`src/rtl/irs_pkg.sv`:
```
// Shared constants and encodings for the IRS Wilkinson ramp servo.
package irs_pkg;

  localparam int unsigned DAC_W   = 12;
  localparam int unsigned COUNT_W = 16;
  localparam int unsigned DB_W    = 8;

  typedef enum logic [2:0] {
    ST_IDLE,
    ST_INIT_LOAD,
    ST_WAIT,
    ST_SETTLE,
    ST_COMPARE,
    ST_LOAD
  } servo_state_t;

  typedef enum logic [1:0] {
    DIR_NONE,
    DIR_UP,
    DIR_DOWN
  } servo_dir_t;

endpackage

```
`src/rtl/irs_wilkinson_servo_step.sv`:
```
// Signed count error against target, deadband test and coarse/fine step select.
module irs_wilkinson_servo_step
  import irs_pkg::*;
#(
  parameter int unsigned DAC_BITS    = DAC_W,
  parameter int unsigned COARSE_STEP = 16
) (
  input  logic [COUNT_W-1:0]  count,
  input  logic [COUNT_W-1:0]  target,
  input  logic [DB_W-1:0]     deadband,
  output servo_dir_t          direction,
  output logic [DAC_BITS-1:0] step,
  output logic                in_band
);

  localparam int unsigned ERR_W = COUNT_W + 1;

  logic [ERR_W-1:0] err;
  logic [ERR_W-1:0] mag;
  logic [ERR_W-1:0] db;
  logic [ERR_W-1:0] db8;

  // err is a 17-bit two's-complement value; mag is its magnitude
  always_comb begin
    err       = {1'b0, count} - {1'b0, target};
    mag       = err[ERR_W-1] ? ERR_W'(-err) : err;
    db        = ERR_W'(deadband);
    db8       = ERR_W'({deadband, 3'b000});
    in_band   = (mag <= db);
    direction = DIR_NONE;
    if (!in_band) begin
      direction = err[ERR_W-1] ? DIR_DOWN : DIR_UP;
    end
    step = (mag > db8) ? DAC_BITS'(COARSE_STEP) : DAC_BITS'(1);
  end

endmodule

```
`src/rtl/irs_wilkinson_servo.sv`:
```
// Closed-loop servo of the Wilkinson ramp DAC code against the TSTOUT clock count.
module irs_wilkinson_servo
  import irs_pkg::*;
#(
  parameter int unsigned          DAC_BITS    = DAC_W,
  parameter logic [DAC_BITS-1:0]  INIT_DAC    = DAC_BITS'(12'h800),
  parameter int unsigned          LOCK_COUNT  = 4,
  parameter int unsigned          COARSE_STEP = 16
) (
  input  logic                 clk_i,
  input  logic                 rst_i,
  input  logic                 enable_i,
  input  logic [15:0]          count_i,
  input  logic                 update_i,
  input  logic [15:0]          target_i,
  input  logic [7:0]           deadband_i,
  output logic [DAC_BITS-1:0]  dac_o,
  output logic                 dac_load_o,
  input  logic                 dac_ack_i,
  output logic                 locked_o,
  output logic                 stalled_o
);

  localparam int unsigned         LOCK_W  = $clog2(LOCK_COUNT + 1);
  localparam logic [DAC_BITS-1:0] DAC_MAX = {DAC_BITS{1'b1}};

  servo_state_t          state_q, state_d;
  logic [COUNT_W-1:0]    count_q, count_d;
  logic [LOCK_W-1:0]     lock_cnt_q, lock_cnt_d;
  logic [DAC_BITS-1:0]   dac_d;
  logic                  load_d, locked_d, stalled_d;

  servo_dir_t            direction;
  logic [DAC_BITS-1:0]   step_amt;
  logic                  in_band;

  logic [DAC_BITS:0]     up_sum;
  logic [DAC_BITS-1:0]   dac_next;
  logic                  dac_moves;
  logic                  count_sat, count_zero, take_step;
  logic [LOCK_W-1:0]     lock_inc;

  irs_wilkinson_servo_step #(
    .DAC_BITS    (DAC_BITS),
    .COARSE_STEP (COARSE_STEP)
  ) u_step (
    .count     (count_q),
    .target    (target_i),
    .deadband  (deadband_i),
    .direction (direction),
    .step      (step_amt),
    .in_band   (in_band)
  );

  // Clamped candidate code; a step pinned at a rail leaves dac_moves low
  always_comb begin
    up_sum     = {1'b0, dac_o} + {1'b0, step_amt};
    dac_next   = dac_o;
    if (direction == DIR_UP) begin
      dac_next = up_sum[DAC_BITS] ? DAC_MAX : up_sum[DAC_BITS-1:0];
    end else if (direction == DIR_DOWN) begin
      dac_next = (dac_o < step_amt) ? '0 : dac_o - step_amt;
    end
    dac_moves  = (dac_next != dac_o);
    count_sat  = (count_q == '1);
    count_zero = (count_q == '0);
    take_step  = !count_sat && !count_zero && dac_moves;
    lock_inc   = (lock_cnt_q == LOCK_W'(LOCK_COUNT)) ? lock_cnt_q : lock_cnt_q + LOCK_W'(1);
  end

  always_ff @(posedge clk_i or posedge rst_i) begin
    if (rst_i) begin
      state_q <= ST_IDLE;
    end else begin
      state_q <= state_d;
    end
  end

  always_comb begin
    state_d = state_q;
    case (state_q)
      ST_IDLE:      if (enable_i) state_d = ST_INIT_LOAD;
      ST_INIT_LOAD,
      ST_LOAD:      if (dac_ack_i) state_d = enable_i ? ST_SETTLE : ST_IDLE;
      ST_SETTLE: begin
        if (!enable_i)     state_d = ST_IDLE;
        else if (update_i) state_d = ST_WAIT;
      end
      ST_WAIT: begin
        if (!enable_i)     state_d = ST_IDLE;
        else if (update_i) state_d = ST_COMPARE;
      end
      ST_COMPARE: begin
        if (!enable_i)      state_d = ST_IDLE;
        else if (take_step) state_d = ST_LOAD;
        else                state_d = ST_WAIT;
      end
      default:      state_d = ST_IDLE;
    endcase
  end

  // Next values of the registered outputs and the measurement/lock registers
  always_comb begin
    count_d    = count_q;
    lock_cnt_d = lock_cnt_q;
    dac_d      = dac_o;
    load_d     = dac_load_o;
    locked_d   = locked_o;
    stalled_d  = stalled_o;
    case (state_q)
      ST_IDLE: begin
        if (enable_i) load_d = 1'b1;
      end
      ST_INIT_LOAD,
      ST_LOAD: begin
        if (dac_ack_i) load_d = 1'b0;
      end
      ST_SETTLE,
      ST_WAIT: begin
        if (!enable_i) begin
          locked_d   = 1'b0;
          lock_cnt_d = '0;
        end else if (update_i && (state_q == ST_WAIT)) begin
          count_d = count_i;
        end
      end
      ST_COMPARE: begin
        if (!enable_i) begin
          locked_d   = 1'b0;
          lock_cnt_d = '0;
        end else if (count_sat) begin
          stalled_d  = 1'b1;
          locked_d   = 1'b0;
          lock_cnt_d = '0;
        end else if (!count_zero) begin
          stalled_d = 1'b0;
          if (in_band) begin
            lock_cnt_d = lock_inc;
            locked_d   = (lock_inc == LOCK_W'(LOCK_COUNT));
          end else begin
            lock_cnt_d = '0;
            locked_d   = 1'b0;
            dac_d      = dac_next;
            load_d     = dac_moves;
          end
        end
      end
      default: ;
    endcase
  end

  always_ff @(posedge clk_i or posedge rst_i) begin
    if (rst_i) begin
      count_q    <= '0;
      lock_cnt_q <= '0;
      dac_o      <= INIT_DAC;
      dac_load_o <= 1'b0;
      locked_o   <= 1'b0;
      stalled_o  <= 1'b0;
    end else begin
      count_q    <= count_d;
      lock_cnt_q <= lock_cnt_d;
      dac_o      <= dac_d;
      dac_load_o <= load_d;
      locked_o   <= locked_d;
      stalled_o  <= stalled_d;
    end
  end

endmodule

```
`config.mk`:
```
export PLATFORM = sky130hd
export DESIGN_NAME = irs_wilkinson_servo
export DESIGN_NICKNAME = d
export VERILOG_FILES = /design/src/rtl/irs_pkg.sv /design/src/rtl/irs_wilkinson_servo_step.sv /design/src/rtl/irs_wilkinson_servo.sv
export SDC_FILE = /design/constraint.sdc
export NUM_CORES = 1
export LEC_CHECK = 0
export CORE_ASPECT_RATIO = 0.75
export CORE_MARGIN = 1
export CORE_UTILIZATION = 63
export DETAILED_ROUTE_END_ITERATION = 10
export PLACE_DENSITY = 0.95
export SLEW_MARGIN = 20
export SYNTH_ARGS = -nofsm -noshare
export SYNTH_HDL_FRONTEND = slang
export SYNTH_HIERARCHICAL = 1
export SYNTH_SLANG_ARGS = --single-unit
```
`constraint.sdc`:
```
create_clock -name clk_i -period 13.69 [get_ports clk_i]
set_clock_uncertainty 0.2 [all_clocks]
set_input_delay 2.738 -clock clk_i [delete_from_list [all_inputs] [get_ports clk_i]]
set_output_delay 2.738 -clock clk_i [all_outputs]
set_load 0.05 [all_outputs]
```
# [After elaboration in Yosys (flattened, before gate mapping)]
# Cells that the tools add are included.
[totals] word_cells=97 output_inout_bits=15 ff_bits=37 input_bits=45
[op_classes] add_sub_neg=5 mux=40 order_cmp=3 n_eq_ne=22 reduce_logical=17 bitwise_logic=3
[ops] operator="$mux 12" count=4
[ops] operator="$mux 3" count=14
[ops] operator="$gt 17x11->1" count=1
[ops] operator="$le 17x8->1" count=1
[ops] operator="$mux 17" count=1
[ops] operator="$neg 17->17" count=1
[ops] operator="$sub 16x16->17" count=1
[ops] operator="$eq 16x16->1 const B" count=1
[ops] operator="$logic_not 16->1" count=1
[ops] operator="$ne 2x2->1 const B" count=8
[ops] operator="$pmux 3 s5" count=1
[ops] operator="$add 12x12->13" count=1
[ops] operator="$mux 1" count=13
[ops] operator="$eq 3x3->1 const B" count=4
[ops] operator="$lt 12x12->1" count=1
[ops] operator="$ne 12x12->1" count=1
[ops] operator="$sub 12x12->12" count=1
[ops] operator="$reduce_and 3->1" count=3
[ops] operator="$reduce_and 7->1" count=1
[ops] operator="$eq 3x2->1 const B" count=2
[ops] operator="$mux 2" count=3
[ops] operator="$ne 3x3->1 const B" count=2
[ops] operator="$pmux 3 s2" count=1
[ops] operator="$mux 5" count=1
[ops] operator="other kinds (16)" count=22

# [Longest topological paths before layout]
# Gate-level depths: netlist of the first run.
[logic_depth] depth_word=15 ltp_mapped=34 ltp_nobuf=32

# [By module]
# Netlist of the first run, hierarchy kept.
[by_module_without_submodules] mod="irs_wilkinson_servo" area_each_um2=3514.6 cells_each=425 seq_area_each_um2=927.1 n_inst=1
[by_module_without_submodules] mod="irs_wilkinson_servo_step" area_each_um2=1906.8 cells_each=276 seq_area_each_um2=0.0 n_inst=1

# [Worst setup path before layout of the first run]
# OpenSTA, ideal clock, no wires.
[synth_timing] kind="in2reg" from="input port target_i[0]" to="register state_q[1]" t_required_ns=13.423 setup_time_ns=0.067 arrival_time_ns=9.120 n_path_buf=0 slack_ns=4.303 stages=30 path_cell_list="ha_1 > fa_1 > nand2b_1 > a211oi_2 > o21ai_0 > a21oi_1 > nor2_1 > xnor2_1 > ha_1 > nor2b_1 > o21a_1 > o21a_1 > o21ai_0 > nand2b_1 > a21oi_1 > a2111oi_0 > nor4_1 > ha_1 > fa_1 > nand2b_4 > a2111o_1 > nand2_1 > mux2_2 > a221oi_1 > xnor2_1 > nand2_1 > a311oi_1 > nand4_1 > a2111oi_4 > o311a_1"
[synth_via] elab_chain_len=14 word_cells_on_any_way=22 cone_classes="add/sub: 4; order compare: 3; eq/ne: 3; mux: 11; reduce/logical: 1"
[synth_lines] element="start, declared" line_no="irs_wilkinson_servo.sv:15" rtl="input logic [15:0] target_i,"
[synth_lines] element="$sub 16x16->17 (*)" line_no="irs_wilkinson_servo_step.sv:25" rtl="err = {1'b0, count} - {1'b0, target};"
[synth_lines] element="$neg 17->17" line_no="irs_wilkinson_servo_step.sv:26" rtl="mag = err[ERR_W-1] ? ERR_W'(-err) : err;"
[synth_lines] element="$mux 17 (*)" line_no="irs_wilkinson_servo_step.sv:26"
[synth_lines] element="$gt 17x11->1 (*)" line_no="irs_wilkinson_servo_step.sv:34" rtl="step = (mag > db8) ? DAC_BITS'(COARSE_STEP) : DAC_BITS'(1);"
[synth_lines] element="$mux 5 (*)" line_no="irs_wilkinson_servo_step.sv:34"
[synth_lines] element="net step_amt[0]" line_no="irs_wilkinson_servo.sv:34" rtl="logic [DAC_BITS-1:0] step_amt;"
[synth_lines] element="$sub 12x12->12 or $lt 12x12->1 (tied branches)" line_no="irs_wilkinson_servo.sv:62" rtl="dac_next = (dac_o < step_amt) ? '0 : dac_o - step_amt;"
[synth_lines] element="$mux 12" line_no="irs_wilkinson_servo.sv:62"
[synth_lines] element="$mux 12" line_no="irs_wilkinson_servo.sv:61" rtl="end else if (direction == DIR_DOWN) begin"
[synth_lines] element="$mux 12 (*)" line_no="irs_wilkinson_servo.sv:59" rtl="if (direction == DIR_UP) begin"
[synth_lines] element="$ne 12x12->1 (*)" line_no="irs_wilkinson_servo.sv:64" rtl="dac_moves = (dac_next != dac_o);"
[synth_lines] element="$logic_and 1x1->1 (*)" line_no="irs_wilkinson_servo.sv:67" rtl="take_step = !count_sat && !count_zero && dac_moves;"
[synth_lines] element="$mux 3 (*)" line_no="irs_wilkinson_servo.sv:95" rtl="else if (take_step) state_d = ST_LOAD;"
[synth_lines] element="$mux 3 (*)" line_no="irs_wilkinson_servo.sv:94" rtl="if (!enable_i) state_d = ST_IDLE;"
[synth_lines] element="$pmux 3 s5 (*)" line_no="irs_wilkinson_servo.sv:81" rtl="case (state_q)"
[synth_lines] element="end signal, assigned" line_no="irs_wilkinson_servo.sv:75" rtl="state_q <= state_d;"
[synth_lines] element="end, declared" line_no="irs_wilkinson_servo.sv:27" rtl="servo_state_t state_q, state_d;"
# The timed path passes the listed nets; every way through them passes the cells marked *.
# A chain may end at the register's enable or synchronous reset.

# [Worst setup path in the final report of the first run]
# Ends and elaborated chain as after synthesis.

==> metrics.yaml, run 1 <==
pwr:
  p_leak_nw: 2.67
  power.density_nw_per_um2: 178
  ir_drop_uv: 110
yosys:
  post_synth.cell_area_avg_um2: 7.73
  asyncSetResetFlopFracSynth_pct: 100
  yosysWarningCount: 6
  synth_cells: 701
  synthDominantCellAreaShare_pct: 16.6
  netlist_area_um2: 5420
  postSynth.topFlopCell: "sky130_fd_sc_hd__dfrtp_1"
  ys_top_cells_by_count: "72 x sky130_fd_sc_hd__a21oi_1, 66 x sky130_fd_sc_hd__inv_1, 58 x sky130_fd_sc_hd__ha_1"
  ys_ff_latch: 37
  yosys-top-cells-area: "sky130_fd_sc_hd__dfrtp_1 17%, sky130_fd_sc_hd__ha_1 13%, sky130_fd_sc_hd__a21oi_1 6.6%"
  synth.distinct_cells: 83
  yosys.area.top_type: "sky130_fd_sc_hd__dfrtp_1"
  synth-edff-count: 0
  sequential_fraction_of_the_synthesis_area_pct: 17.1
  synth_most_common_cell: "sky130_fd_sc_hd__a21oi_1"
route:
  highest_routed_metal_layer: "met4"
  wl_met1_um: 6660
  dr_wl_met2_um: 6860
  detailedRoute.firstPassIterationCount: 8
  route.antenna.remaining_nets: 0
  routed_via_density: 6.73
  drcViolationCount: 0
  drtIter0Drc: 843
  wl_per_cell_um: 18.2
  dr_total_vias: 5740
  detailroute.wirelength.met3_um: 1800
  postRouteWirelength_um: 15500
floorplan:
  die_y_um: 82.3
  design.portCount: 60
  die_footprint_um2: 8980
  row_count: 28
  core-area_um2: 8130
  start_util_pct: 66.7
  die_w_um: 109
placed_design:
  place_ws_ns: 2.77
  hpwl_after_detailed_placement_um: 12100
  gp_routability_congestion: 1.04
  port_buf_inserts: 59
clocking:
  post_cts_resized: 0
  clock_path_buffers: 2
  numClockSinks: 37
  clkSlewWorstSetupHoldPaths_ns: 0.06
  h-tree-depth: 2
  cts_tree: "built"
  hold_buffers: 0
  postCtsSetupBuffers: 0
  clock_latency_ns: 0.28
  cts-buffers-inserted: 5
  clock_tree.root_cell: "sky130_fd_sc_hd__clkbuf_16"
critical_path:
  start_kind: "primary input"
  worst_setup_path_end_kind: "flip-flop"
  worstSetupPathType: "primary input to flip-flop"
  arrival_ns: 10.87
  reg2reg_setup_slack_ns: 5.14
  critical-path-max-stage-delay_ns: 0.64
  worst-path-max-fanout: 10
  regToRegStartpoint: "count_q[0]"
  r2r-end: "state_q[1]"
  cp_delay_by_family_top: "compound AO/OA/AOI/OAI gates"
  timing.critical_path.mode_cell: "sky130_fd_sc_hd__ha_1"
  r2r.worst_path.cells: 29
  cp.buffers_inverters: 2
  slowest_stage: "sky130_fd_sc_hd__a21oi_1"
  worstPathRequired_ns: 13.66
hold_path:
  worstHoldPathType: "flip-flop to flip-flop"
  worstHoldPathCells: 1
  hold_end: "locked_o"
  startpoint_of_the_worst_hold_path: "locked_o"
grt:
  grt_residual_overflow: 0
  grt_max_degree: 38
  gr-usage-all-layers_pct: 35.6
  first_global_vias: 5214
  first_pass_grt_wire_length_um: 25200
  grt_antenna_before_repair: 0
sta:
  hold_viol_final: 0
  worst_slew_margin_rel_pct: 37.6
  final-setup-viol-count: 0
  slew_violations: 0
  timing.final.crit_period_ns: 10.91
  setup_repair_after_global_routing_missed_its_margin: "no"
  tightest_slew_ns: 0.934
  fmaxAchievable_ghz: 0.0917
  layout_setup_ws_ns: 2.78
  fin_setup_tns_ns: 0
  timing.final.crit_share_pct: 79.7
cells_and_area:
  drive_above_1_share_pct: 7.35
  multi_input_area_um2: 4100
  antenna-diode-count: 0
  synthToLayoutAreaGrowth_pct: 13.5
  area.sequential_um2: 927
  nFillCells: 606
  final_net_count: 853
flow_run:
  max_cap_violations: 0
status:
  outcome: "completed"
[state kept, by name (all words and copies together), names as in the netlist]
signal / flops
state_q: 3
dac_o: 12
count_q: 16
stalled_o: 1
dac_load_o: 1
lock_cnt_q: 3
locked_o: 1
[report_power, final]
part / leakage, nW / internal (mW) / switching [mW] / total, mW
combinational: 2.12 / 0.322 / 0.487 / 0.809
sequential: 0.487 / 0.134 / 0.0396 / 0.173
clock: 0.0681 / 0.0679 / 0.0435 / 0.111
total: 2.67 / 0.524 / 0.570 / 1.09
[through the flow]
step	area [µm²]	total power [mW]	std cells	hold WS [ns]	utilization, %
detailed placement	6010	0.946	845	0.304	74.0
global placement	6010	0.907	845	0.293	74.0
global route	6150	1.18	853	0.337	75.7
finish	6150	1.09	853	0.325	75.7
floorplan	5460	0.765	710	0.300	-
CTS	6150	1.06	853	0.325	75.7
[routing by layer]
layer,GRT usage (%),up-vias
met5,0,-
met2,58.6,391
met1,50.0,2664
met4,6.35,0
met3,5.49,33
li1,-,2652
[logic make-up (layout without fill, tap and decap cells)]
| group | count (synthesis) | count (layout) | share of synthesized area (%) |
|---|---|---|---|
| buffers and inverters | 98 | 136 | 7.99 |
| AO/OA/AOI/OAI | 231 | 231 | 29.4 |
| flip-flops | 37 | 37 | 17.1 |
| AND/OR/NAND/NOR | 218 | 218 | 21.0 |
| adder cells (fa/ha/maj) | 64 | 64 | 15.0 |
| multiplexers | 24 | 24 | 4.92 |
| XOR/XNOR | 28 | 28 | 4.52 |
| other | 1 | 10 | 0.0692 |
[cell type report]
class	count	area share (%)
multi-input combinational	575	66.6
clock buffer	7	2.15
clock inverter	1	0.142
inverter	67	4.09
tap	105	2.13
sequential	37	15.1
timing repair buffer	61	9.84
[placed cells by master (no fill, tap or decap), drive strengths merged, types with 5 or more instances in the layout]
cell type	n
inv	66
xnor2	22
o21a	6
or2	7
a221oi	9
o21ai	43
clkdlybuf4s50	59
a31oi	8
nand4	12
xor2	6
o211ai	8
nor2	49
conb	10
nor2b	5
a21oi	74
a21o	16
clkbuf	7
nand3	13
or3	13
a211oi	9
nand2b	12
nor4	12
mux2	21
and2	7
nand2	55
nor3	16
and3	5
ha	58
dfrtp	36
[how the worst max path moves through the flow]
stage,startpoint,endpoint,slack [ns],cells after the start
after global placement,target_i[0],state_q[2],3.07,31
after floorplan,target_i[0],state_q[1],4.30,30
after CTS,target_i[0],state_q[2],2.97,31
after global routing,target_i[0],state_q[0],2.16,28
after detailed placement,target_i[0],state_q[1],2.77,31
final,target_i[0],state_q[1],2.78,29
(Power assumes the default switching activity.)
==> run 2, diff against run 1 <==
--- a/config.mk
+++ b/config.mk
@@ -7,9 +7,9 @@
 export LEC_CHECK = 0
 export CORE_ASPECT_RATIO = 0.75
 export CORE_MARGIN = 1
-export CORE_UTILIZATION = 63
+export CORE_UTILIZATION = 59
 export DETAILED_ROUTE_END_ITERATION = 10
-export PLACE_DENSITY = 0.95
+export PLACE_DENSITY = 0.92
 export SLEW_MARGIN = 20
 export SYNTH_ARGS = -nofsm -noshare
 export SYNTH_HDL_FRONTEND = slang
==> constraint.sdc (replaced) <==
create_clock -name clk_i -period 10.3 [get_ports clk_i]
set_clock_uncertainty 0.2 [all_clocks]
set_input_delay 2.06 -clock clk_i [delete_from_list [all_inputs] [get_ports clk_i]]
set_output_delay 2.06 -clock clk_i [all_outputs]
set_load 0.05 [all_outputs]
==> metrics.yaml, run 2 (synthesis gave the netlist of run 1 again) <==
critical_path:
  worstSetupPathType: "primary input to flip-flop"
  start_kind: "primary input"
  arrival_ns: 9.55
  critical-path-max-stage-delay_ns: 0.52
  cp_delay_by_family_top: "compound AO/OA/AOI/OAI gates"
  timing.critical_path.mode_cell: "sky130_fd_sc_hd__o21ai_0"
  slowest_stage: "sky130_fd_sc_hd__a221oi_1"
  worst-path-max-fanout: 10
  worst_setup_path_end_kind: "flip-flop"
  worstPathRequired_ns: 10.25
  cp.buffers_inverters: 2
cells_and_area:
  drive_above_1_share_pct: 7.99
  antenna-diode-count: 0
  largest_register_by_flop_count: "count_q"
  flip_flop_count_of_the_largest_register_after_layout: 16
  reg_top3: "count_q (16), dac_o (12)"
  final_net_count: 856
  layout_common_cells: "72 x sky130_fd_sc_hd__a21oi_1, 66 x sky130_fd_sc_hd__inv_1, 59 x sky130_fd_sc_hd__clkdlybuf4s50_1"
  layout_commonest_cell: "sky130_fd_sc_hd__a21oi_1"
  synthToLayoutAreaGrowth_pct: 14.5
pwr:
  power.density_nw_per_um2: 236
  clock_power_share_pct: 11.4
  p_leak_nw: 2.70
  power.share.sequential_pct: 15.7
  power.switching_fraction_pct: 51.0
  switchingPower_uw: 745
  ir_drop_uv: 137
  power_mw: 1.46
  cell_internal_pwr_uw: 717
  power.share.combinational_pct: 72.9
sta:
  timing.final.crit_period_ns: 9.60
  setup_repair_after_global_routing_missed_its_margin: "no"
  hold_viol_final: 0
  final-setup-viol-count: 0
  layout_setup_ws_ns: 0.699
  worst_slew_margin_rel_pct: 47.1
  slew_violations: 0
  tightest_slew_ns: 0.784
  timing.final.crit_share_pct: 93.2
  fin_setup_tns_ns: 0
  fmaxAchievable_ghz: 0.104
route:
  postRouteWirelength_um: 14800
  detailedRoute.firstPassIterationCount: 5
  wl_per_cell_um: 17.3
  routed_via_density: 6.50
  drtIter0Drc: 633
  dr_total_vias: 5586
  drcViolationCount: 0
  route.antenna.remaining_nets: 0
flow_run:
  max_cap_violations: 0
clocking:
  clkSlewWorstSetupHoldPaths_ns: 0.06
  cts-buffers-inserted: 5
  h-tree-depth: 2
  postCtsSetupBuffers: 0
  clock_tree.root_cell: "sky130_fd_sc_hd__clkbuf_16"
  numClockSinks: 37
  clock_path_buffers: 2
  clock_latency_ns: 0.28
  cts_tree: "built"
floorplan:
  die_y_um: 85.0
  die_footprint_um2: 9580
  core-area_um2: 8670
  die_w_um: 113
  start_util_pct: 62.5
  row_count: 29
  design.portCount: 60
grt:
  grt_antenna_before_repair: 0
  first_global_vias: 5177
  first_pass_grt_wire_length_um: 24400
  gr-usage-all-layers_pct: 31.2
  grt_max_degree: 38
  grt_residual_overflow: 0
hold_path:
  worstHoldPathType: "flip-flop to flip-flop"
placed_design:
  place_ws_ns: 0.463
  port_buf_inserts: 59
  hpwl_after_detailed_placement_um: 11900
  gp_routability_congestion: 0.978
status:
  outcome: "completed"
[run 2: cell type report]
| type | instances | area [µm²] |
|---|---|---|
| repair buffers | 64 | 628 |
| fillers | 645 | 2460 |
| multi-input cells | 575 | 4110 |
| clock buffers | 7 | 153 |
| well taps | 108 | 135 |
| flip-flops and latches | 37 | 927 |
| inverters | 67 | 251 |
| clock inverters | 1 | 8.76 |
[run 2: worst reg2reg max path, delay by kind of cell (launching register included)]
family / cells / cell delay [ns]
buffers and inverters: 2 / 0.25
and+or+nand+nor: 8 / 1.13
AOI/OAI and AO/OA: 15 / 3.78
xor gates and xnor gates: 2 / 0.33
adders and majority gates: 5 / 1.67
DFF: 1 / 0.40
[run 2: path summary, 6_finish.rpt]
kind                             startpoint           to  depth (start not counted)  slack [ns]
min in group asynchronous             rst_i  count_q[10]                          3        1.98
max in group asynchronous             rst_i    dac_o[11]                          3        7.56
worst max register to register   count_q[0]   state_q[0]                         32        2.38
worst min register to register    stalled_o    stalled_o                          1        0.33
worst min-delay path              stalled_o    stalled_o                          1        0.33
worst max-delay path            target_i[0]   state_q[0]                         32        0.70
[run 2: per-stage QoR]
step | hold slack, ns | utilization (%) | cells | area (µm²)
floorplan | 0.300 | - | 710 | 5460
CTS | 0.343 | 71.5 | 859 | 6200
global route | 0.346 | 71.6 | 859 | 6210
detailed placement | 0.322 | 69.6 | 851 | 6040
finish | 0.331 | 71.6 | 859 | 6210
global placement | 0.294 | 69.6 | 851 | 6040
[run 2: per-layer routing]
layer	wire, µm	vias up	global-route usage [%]
li1	-	2658	-
met4	219	0	9.21
met5	0	-	0
met2	6450	320	48.4
met3	1490	23	5.43
met1	6660	2585	44.3
[run 2: power groups by stage]
stage | Sequential, mW | Clock (mW) | Combinational, mW
3_5_place_dp | 0.229 | 0 | 1.03
4_1_cts | 0.227 | 0.167 | 1.04
5_1_grt | 0.234 | 0.174 | 1.16
2_1_floorplan | 0.233 | 0 | 0.784
3_3_place_gp | 0.224 | 0 | 0.998
6_report | 0.229 | 0.166 | 1.07
[run 2: repair_timing]
action / in CTS / in global routing
resized for setup: 0 / 1
hold buffers: 0 / 0
endpoints found under the setup margin: 0 / 4
==> run 3, diff against run 2 <==
--- a/config.mk
+++ b/config.mk
@@ -7,9 +7,9 @@
 export LEC_CHECK = 0
 export CORE_ASPECT_RATIO = 0.75
 export CORE_MARGIN = 1
-export CORE_UTILIZATION = 59
+export CORE_UTILIZATION = 63
 export DETAILED_ROUTE_END_ITERATION = 10
-export PLACE_DENSITY = 0.92
+export PLACE_DENSITY = 0.95
 export SLEW_MARGIN = 20
 export SYNTH_ARGS = -nofsm -noshare
 export SYNTH_HDL_FRONTEND = slang
==> constraint.sdc (replaced) <==
create_clock -name clk_i -period 12 [get_ports clk_i]
set_clock_uncertainty 0.2 [all_clocks]
set_input_delay 2.4 -clock clk_i [delete_from_list [all_inputs] [get_ports clk_i]]
set_output_delay 2.4 -clock clk_i [all_outputs]
set_load 0.05 [all_outputs]
==> metrics.yaml, run 3 (synthesis gave the netlist of run 1 again) <==
status:
  outcome: "completed"
route:
  routed_via_density: 6.82
  drcViolationCount: 0
  detailedRoute.firstPassIterationCount: 5
  drtIter0Drc: 763
  wl_per_cell_um: 18.6
  postRouteWirelength_um: 15900
  route.antenna.remaining_nets: 0
  dr_total_vias: 5823
floorplan:
  design.portCount: 60
  die_y_um: 82.3
  core-area_um2: 8130
  die_w_um: 109
  row_count: 28
  start_util_pct: 66.7
  die_footprint_um2: 8980
critical_path:
  r2r.worst_path.cells: 31
  arrival_ns: 10.71
  worstSetupPathType: "primary input to flip-flop"
  critical-path-max-stage-delay_ns: 0.67
  reg2reg_setup_slack_ns: 3.30
  regToRegStartpoint: "count_q[0]"
  slowest_stage: "sky130_fd_sc_hd__a221oi_1"
  start_kind: "primary input"
  worst-path-max-fanout: 10
  worst_setup_path_end_kind: "flip-flop"
  r2r-end: "state_q[1]"
  worstPathRequired_ns: 12.02
sta:
  layout_setup_ws_ns: 1.31
  timing.final.crit_period_ns: 10.69
  hold_viol_final: 0
  worst_slew_margin_rel_pct: 42.1
  minimum_hold_slack_ns: 0.316
  setup_repair_after_global_routing_missed_its_margin: "no"
  fmaxAchievable_ghz: 0.0936
  fin_setup_tns_ns: 0
  timing.final.crit_share_pct: 89.1
  tightest_slew_ns: 0.867
  slew_violations: 0
  final-setup-viol-count: 0
pwr:
  power_mw: 1.28
  p_leak_nw: 2.69
  ir_drop_uv: 160
  power.density_nw_per_um2: 207
placed_design:
  gp_routability_congestion: 0.982
  placed_cells: 846
  port_buf_inserts: 59
  place_ws_ns: 1.38
  hpwl_after_detailed_placement_um: 12100
  dpl_cell_area_um2: 6020
grt:
  grt_antenna_before_repair: 0
  first_global_vias: 5387
  first_pass_grt_wire_length_um: 25700
  gr-usage-all-layers_pct: 36.6
  grt_residual_overflow: 0
  grt_max_degree: 38
cells_and_area:
  layout.cells.non_filler: 854
  synthToLayoutAreaGrowth_pct: 14.2
  layout_commonest_cell: "sky130_fd_sc_hd__a21oi_1"
  nFillCells: 596
  layout_common_cells: "72 x sky130_fd_sc_hd__a21oi_1, 66 x sky130_fd_sc_hd__inv_1, 59 x sky130_fd_sc_hd__clkdlybuf4s50_1"
  final_net_count: 854
  final_core_util_pct: 76.2
  flip_flop_count_of_the_largest_register_after_layout: 16
  antenna-diode-count: 0
  finish.instance_area_um2: 6190
  drive_above_1_share_pct: 7.74
  reg_top3: "count_q (16), dac_o (12)"
  largest_register_by_flop_count: "count_q"
  multi_input_area_um2: 4100
  area.sequential_um2: 927
hold_path:
  worstHoldPathCells: 1
  startpoint_of_the_worst_hold_path: "locked_o"
  worstHoldPathType: "flip-flop to flip-flop"
  hold_end: "locked_o"
clocking:
  h-tree-depth: 2
  clock_latency_ns: 0.28
  cts-buffers-inserted: 5
  postCtsSetupBuffers: 0
  clock_path_buffers: 2
  cts_tree: "built"
  clkSlewWorstSetupHoldPaths_ns: 0.06
  numClockSinks: 37
  post_cts_resized: 0
  hold_buffers: 0
  clock_tree.root_cell: "sky130_fd_sc_hd__clkbuf_16"
flow_run:
  max_cap_violations: 0
run 3: changes by cell type in the layout (fill, tap and decap cells not counted), sizes merged:
cell	previous run	this run
buf	5	3
clkbuf	7	5
bufinv	0	1
clkinv	1	2
run 3: worst max-delay path: cells and delay by family:
kind | cells | cell delay (ns)
and+or+nand+nor | 8 | 1.26
buffers and inverters | 1 | 0.41
AOI/OAI and AO/OA | 15 | 4.53
xor gates and xnor gates | 2 | 0.40
adders and majority gates | 5 | 1.69
run 3: area by class of cell:
cell class / instances / area share [%]
multi-input combinational: 575 / 66.2
sequential: 37 / 15.0
timing repair buffer: 62 / 9.90
inverter: 67 / 4.06
tap: 105 / 2.12
clock buffer: 5 / 2.02
clock inverter: 3 / 0.707
run 3: report_power, final:
part | leakage, nW | switching [mW] | internal, mW | total, mW
clock network | 0.0842 | 0.0526 | 0.0983 | 0.151
logic | 2.12 | 0.561 | 0.371 | 0.932
registers | 0.487 | 0.0464 | 0.152 | 0.199
total | 2.69 | 0.660 | 0.622 | 1.28
run 3: per-layer routing:
metal	GRT usage [%]	vias up	part of all wire (%)
met1	50.3	2729	44
met5	0	-	0
li1	-	2649	-
met4	13.9	0	2.8
met3	5.42	62	9.8
met2	58.1	383	44
run 3: worst max path at each step:
stage / start / end / slack, ns / cells past startpoint
after global placement: target_i[0] / state_q[2] / 1.64 / 31
after detailed placement: target_i[0] / state_q[2] / 1.38 / 31
final: target_i[0] / state_q[1] / 1.31 / 31
after global routing: target_i[0] / state_q[0] / 0.83 / 31
after floorplan: target_i[0] / state_q[1] / 2.95 / 30
after CTS: target_i[0] / state_q[2] / 1.65 / 31
==> patch 1: new RTL, config.mk and constraints of run 2 <==
The parameter `LOCK_COUNT` goes from 4 to 2.
--- a/src/rtl/irs_wilkinson_servo.sv
+++ b/src/rtl/irs_wilkinson_servo.sv
@@ -5,5 +5,5 @@
   parameter int unsigned          DAC_BITS    = DAC_W,
   parameter logic [DAC_BITS-1:0]  INIT_DAC    = DAC_BITS'(12'h800),
-  parameter int unsigned          LOCK_COUNT  = 4,
+  parameter int unsigned          LOCK_COUNT  = 2,
   parameter int unsigned          COARSE_STEP = 16
 ) (
Check against the original RTL: not equivalent (Yosys sat finds a counterexample within 10 cycles, from zero or initial values and one cycle with rst_i high).
==> patch 1 against run 2 <==
Worst setup slack better by 0.032 ns; non-clock buffer count fell by 1; synthesized area up 1.3%; sequential cell count is 2 lower; design area rose by 0.87%; power increased by 25%; via count increased by 3.7%; routed wire length up 9.1%; register-to-register slack about the same; critical endpoint is now state_q[2]$_DFFE_PP0P_; largest cell class unchanged.
==> patch 1: results (changes against run 2) <==
status: "finished, final reports clean"
r2r_cells: 29  # -9.4%
worst_pin_slew_ns: 0.940  # +0.156 ns
cp_max_fo: 10  # unchanged
synth_seq_area_share_pct: 16.0  # -1.1 points
hold_depth: 2  # +1
cts_buffer_depth: 2  # unchanged
clkTransAtPathRegs_ns: 0.06  # about the same
r2r-end: "state_q[2]$_DFFE_PP0P_"
yosys-top-cells-area: "dfrtp_1, ha_1, a21oi_1"
p_int_mw: 0.841  # +17%
synth_edf_count: 0  # unchanged
max_stage_delay_ns: 0.61  # +0.09 ns
arrival_ns: 9.47  # -0.08 ns
crit_path_start_kind: "input pin"
post_route_cells_drive_above_1_share_pct: 10.0  # +2.1 points
first_pass_iters: 6  # +1
cts_resized: 0  # unchanged
hp-class: "reg2reg"
grt_pass1_vias: 5273  # +1.9%
wl_per_cell_um: 18.3  # +5.9%
clockRootBuffer: "clkbuf_16"
grt_max_degree: 36  # -5.3%
synth_common_cells: "nor2_1, ha_1, nand2_1"
hold_start: "lock_cnt_q[0]$_DFFE_PP0P_"
max-vdd-ir-drop_mv: 0.200  # +46%
postRouteAntennaNets: 0  # unchanged
via_per_inst: 6.54  # +0.62%
grt_usage_pct: 33.6  # +2.5 points
grt_pass1_wl_um: 26100  # +7.3%
antennaDiodeCount: 0  # unchanged
antenna_found_initial: 0  # unchanged
synth_cell_types: 97  # +17%
fill_cells: 717  # +11%
gp_congestion: 1.07  # +9.8%
drt-initial-drc-count: 753  # +19%
async_flop_share_pct: 100  # unchanged
final_nets: 861  # +0.58%
post-dp-hpwl_um: 12900  # +8.9%
reg_top3: "count_q (16), dac_o (12), state_q (3)"
crit_slowest_cell: "a21oi_1"
holdPathEnd: "lock_cnt_q[0]$_DFFE_PP0P_"
leakagePower_nw: 2.67  # -1.1%
==> patch 1: power groups by stage <==
stage	clock network [mW]	registers, mW	logic [mW]
finish	0.151	0.262	1.42
global route	0.158	0.266	1.55
CTS	0.151	0.257	1.38
detailed placement	0	0.259	1.37
global placement	0	0.253	1.33
floorplan	0	0.274	1.03
==> patch 1: how the worst max path moves through the flow <==
stage | to | slack, ns | start
floorplan | state_q[2]$_DFFE_PP0P_ | 2.09 | target_i[0]
global placement | state_q[2]$_DFFE_PP0P_ | 0.97 | target_i[0]
detailed placement | state_q[2]$_DFFE_PP0P_ | 0.55 | target_i[0]
CTS | state_q[2]$_DFFE_PP0P_ | 0.84 | target_i[0]
global route | state_q[2]$_DFFE_PP0P_ | 0.13 | target_i[0]
finish | state_q[2]$_DFFE_PP0P_ | 0.73 | target_i[0]
==> patch 1: final cells by class <==
| class | count | area share, % |
|---|---|---|
| well taps | 128 | 2.56 |
| repair buffers | 63 | 9.91 |
| flip-flops and latches | 35 | 14.0 |
| multi-input cells | 595 | 67.8 |
| clock buffers | 5 | 2.00 |
| clock inverters | 3 | 0.380 |
| inverters | 56 | 3.36 |
==> patch 1: critical path, delay by kind of cell <==
family / cells / cell delay (ns)
adder cells (fa/ha/maj): 5 / 1.64
AO/OA/AOI/OAI: 14 / 3.91
AND/OR/NAND/NOR: 8 / 1.27
XOR/XNOR: 1 / 0.18
buffers and inverters: 1 / 0.41
==> patch 1: through the flow <==
| step | hold WS, ns | instance area [µm²] | instances | setup slack (ns) |
|---|---|---|---|---|
| floorplan | 0.250 | 5530 | 718 | 2.09 |
| CTS | 0.335 | 6260 | 885 | 0.839 |
| global route | 0.349 | 6260 | 885 | 0.130 |
| finish | 0.331 | 6260 | 885 | 0.732 |
| global placement | 0.262 | 6110 | 877 | 0.969 |
| detailed placement | 0.322 | 6110 | 877 | 0.551 |
==> patch 1: metal layers <==
metal  vias to the layer above  part of all wire, %  global-route usage, %
met5                         -                    0                      0
met4                         0                  1.8                   9.45
met3                        36                   10                   7.77
met2                       353                   43                   50.3
met1                      2693                   45                   48.3
li1                       2709                    -                      -
==> patch 1: logic make-up after synthesis <==
kind of cell               Yosys count  share of synthesized area (%)
AOI/OAI and AO/OA                  227                           29.5
DFF                                 35                           16.0
xor gates and xnor gates            27                           4.30
muxes                               22                           4.40
buffers and inverters               88                           7.38
and+or+nand+nor                    249                           24.3
adders and majority gates           60                           14.1
other                                1                         0.0683
==> patch 2: new RTL, settings of run 2 <==
Made on the original files. Re-encode `servo_state_t` (6 states) as one-hot, 6 bits wide.
--- a/src/rtl/irs_pkg.sv
+++ b/src/rtl/irs_pkg.sv
@@ -6,11 +6,11 @@
   localparam int unsigned DB_W    = 8;
 
-  typedef enum logic [2:0] {
-    ST_IDLE,
-    ST_INIT_LOAD,
-    ST_WAIT,
-    ST_SETTLE,
-    ST_COMPARE,
-    ST_LOAD
+  typedef enum logic [5:0] {
+    ST_IDLE      = 6'b000001,
+    ST_INIT_LOAD = 6'b000010,
+    ST_WAIT      = 6'b000100,
+    ST_SETTLE    = 6'b001000,
+    ST_COMPARE   = 6'b010000,
+    ST_LOAD      = 6'b100000
   } servo_state_t;
 
Check against the original RTL: no difference found for any inputs over 10 cycles, from zero or initial values and one cycle with rst_i high; not proved beyond that.
==> patch 2 against run 2 <==
Synthesized area rose by 7.4%; register-to-register slack got worse by 0.12 ns; routed wire length rose by 13%; sequential cell count rose by 3; core utilization fell by 2.4 points; worst setup slack got worse by 0.16 ns; design area rose by 7.2%.
Power is not compared: it rests on default switching activity, and its combinational part moved more than twofold at a synthesized area within 25%.
==> patch 2: results (changes against run 2) <==
hold_start: "locked_o$_DFFE_PP0P_"
worst_pin_slew_ns: 1.04  # +0.257 ns
seq_area_um2: 1000  # +8.2%
status: "finished, final reports clean"
instances_no_fill: 929  # +8.1%
first_pass_iters: 7  # +2
grt_usage_pct: 33.4  # +2.2 points
post-dp-hpwl_um: 13100  # +11%
synth_common_cells: "a21oi_1, nand2_1, ha_1"
yosys-top-cells-area: "dfrtp_1, ha_1, a21oi_1"
grt_pass1_vias: 5464  # +5.5%
gp_congestion: 0.985  # +0.64%
grt_max_degree: 41  # +7.9%
reg2reg_slack_ns: 2.26  # -0.12 ns
port_buffers: 59  # unchanged
drt-initial-drc-count: 701  # +11%
arrival_ns: 9.73  # +0.18 ns
post_route_cells_drive_above_1_share_pct: 9.28  # +1.3 points
via_per_inst: 6.57  # +0.99%
holdPathEnd: "locked_o$_DFFE_PP0P_"
placed_cells: 921  # +8.2%
fill_cells: 789  # +22%
grt_pass1_wl_um: 26800  # +10%
cp_max_fo: 12  # +2
synth_seq_area_share_pct: 17.2  # +0.13 points
syn_inst: 748  # +6.7%
==> patch 2: cell count changes in the layout (fill, tap and decap cells not counted), moves of 4 or more <==
cell      before  now
a21oi_1       72   63
inv_1         66   56
nand2_1       55   62
nand3_1       13   18
nor2b_1        4   12
nor3_1        16   21
nor4_1        11   17
o21a_1         6   11
o221ai_1       0    4
or3b_2         1    5
xnor2_1       22   17
xor2_1         6   14
==> patch 2: power breakdown <==
| part | total [mW] | internal [mW] | switching [mW] |
|---|---|---|---|
| Sequential | 0.179 | 0.169 | 0.0105 |
| Combinational | 0.184 | 0.0786 | 0.105 |
| Clock | 0.189 | 0.127 | 0.0619 |
| Total | 0.552 | 0.375 | 0.178 |
==> patch 2: worst max path at each step <==
stage                            from                      to
after global placement    target_i[1]  state_q[5]$_DFFE_PP0P_
after floorplan           target_i[0]  state_q[5]$_DFFE_PP0P_
after CTS                 target_i[0]  state_q[5]$_DFFE_PP0P_
after detailed placement  target_i[0]  state_q[5]$_DFFE_PP0P_
after global routing      target_i[1]  state_q[5]$_DFFE_PP0P_
final                     target_i[0]  state_q[5]$_DFFE_PP0P_
==> patch 2: final cells by class <==
class | count | area share (%)
clock buffers | 7 | 2.29
well taps | 132 | 2.48
clock inverters | 1 | 0.451
repair buffers | 65 | 9.55
flip-flops and latches | 40 | 15.1
multi-input cells | 626 | 66.9
inverters | 58 | 3.27
==> patch 2: per-layer routing <==
metal  global-route usage [%]  part of all wire [%]
met1                     47.5                    46
met2                     49.7                    42
met3                     9.48                    11
met4                     7.83                   1.8
met5                        0                     0
==> patch 2: worst min-delay path: cells and delay by family, from the launching register on <==
| kind | cells | cell delay (ns) |
|---|---|---|
| and+or+nand+nor | 1 | 0.05 |
| AOI/OAI and AO/OA | 1 | 0.06 |
| DFF | 1 | 0.34 |
==> patch 2: logic make-up (layout without fill, tap and decap cells) <==
logic type / count (synthesis) / after routing / synth area share [%]
buf+inv: 91 / 131 / 7.02
fa+ha+maj: 62 / 62 / 13.7
xor+xnor: 31 / 31 / 4.66
compound gates: 236 / 236 / 28.6
flops: 40 / 40 / 17.2
simple gates: 264 / 264 / 24.4
mux: 23 / 23 / 4.40
other cells: 1 / 10 / 0.0644
==> patch 2: per-stage QoR <==
stage | setup WS, ns | hold WS [ns] | power [mW]
global placement | 0.806 | 0.264 | 0.350
global route | 0.353 | 0.336 | 0.580
detailed placement | 0.521 | 0.281 | 0.360
finish | 0.544 | 0.290 | 0.552
floorplan | 1.82 | 0.304 | 0.309
CTS | 0.782 | 0.292 | 0.550
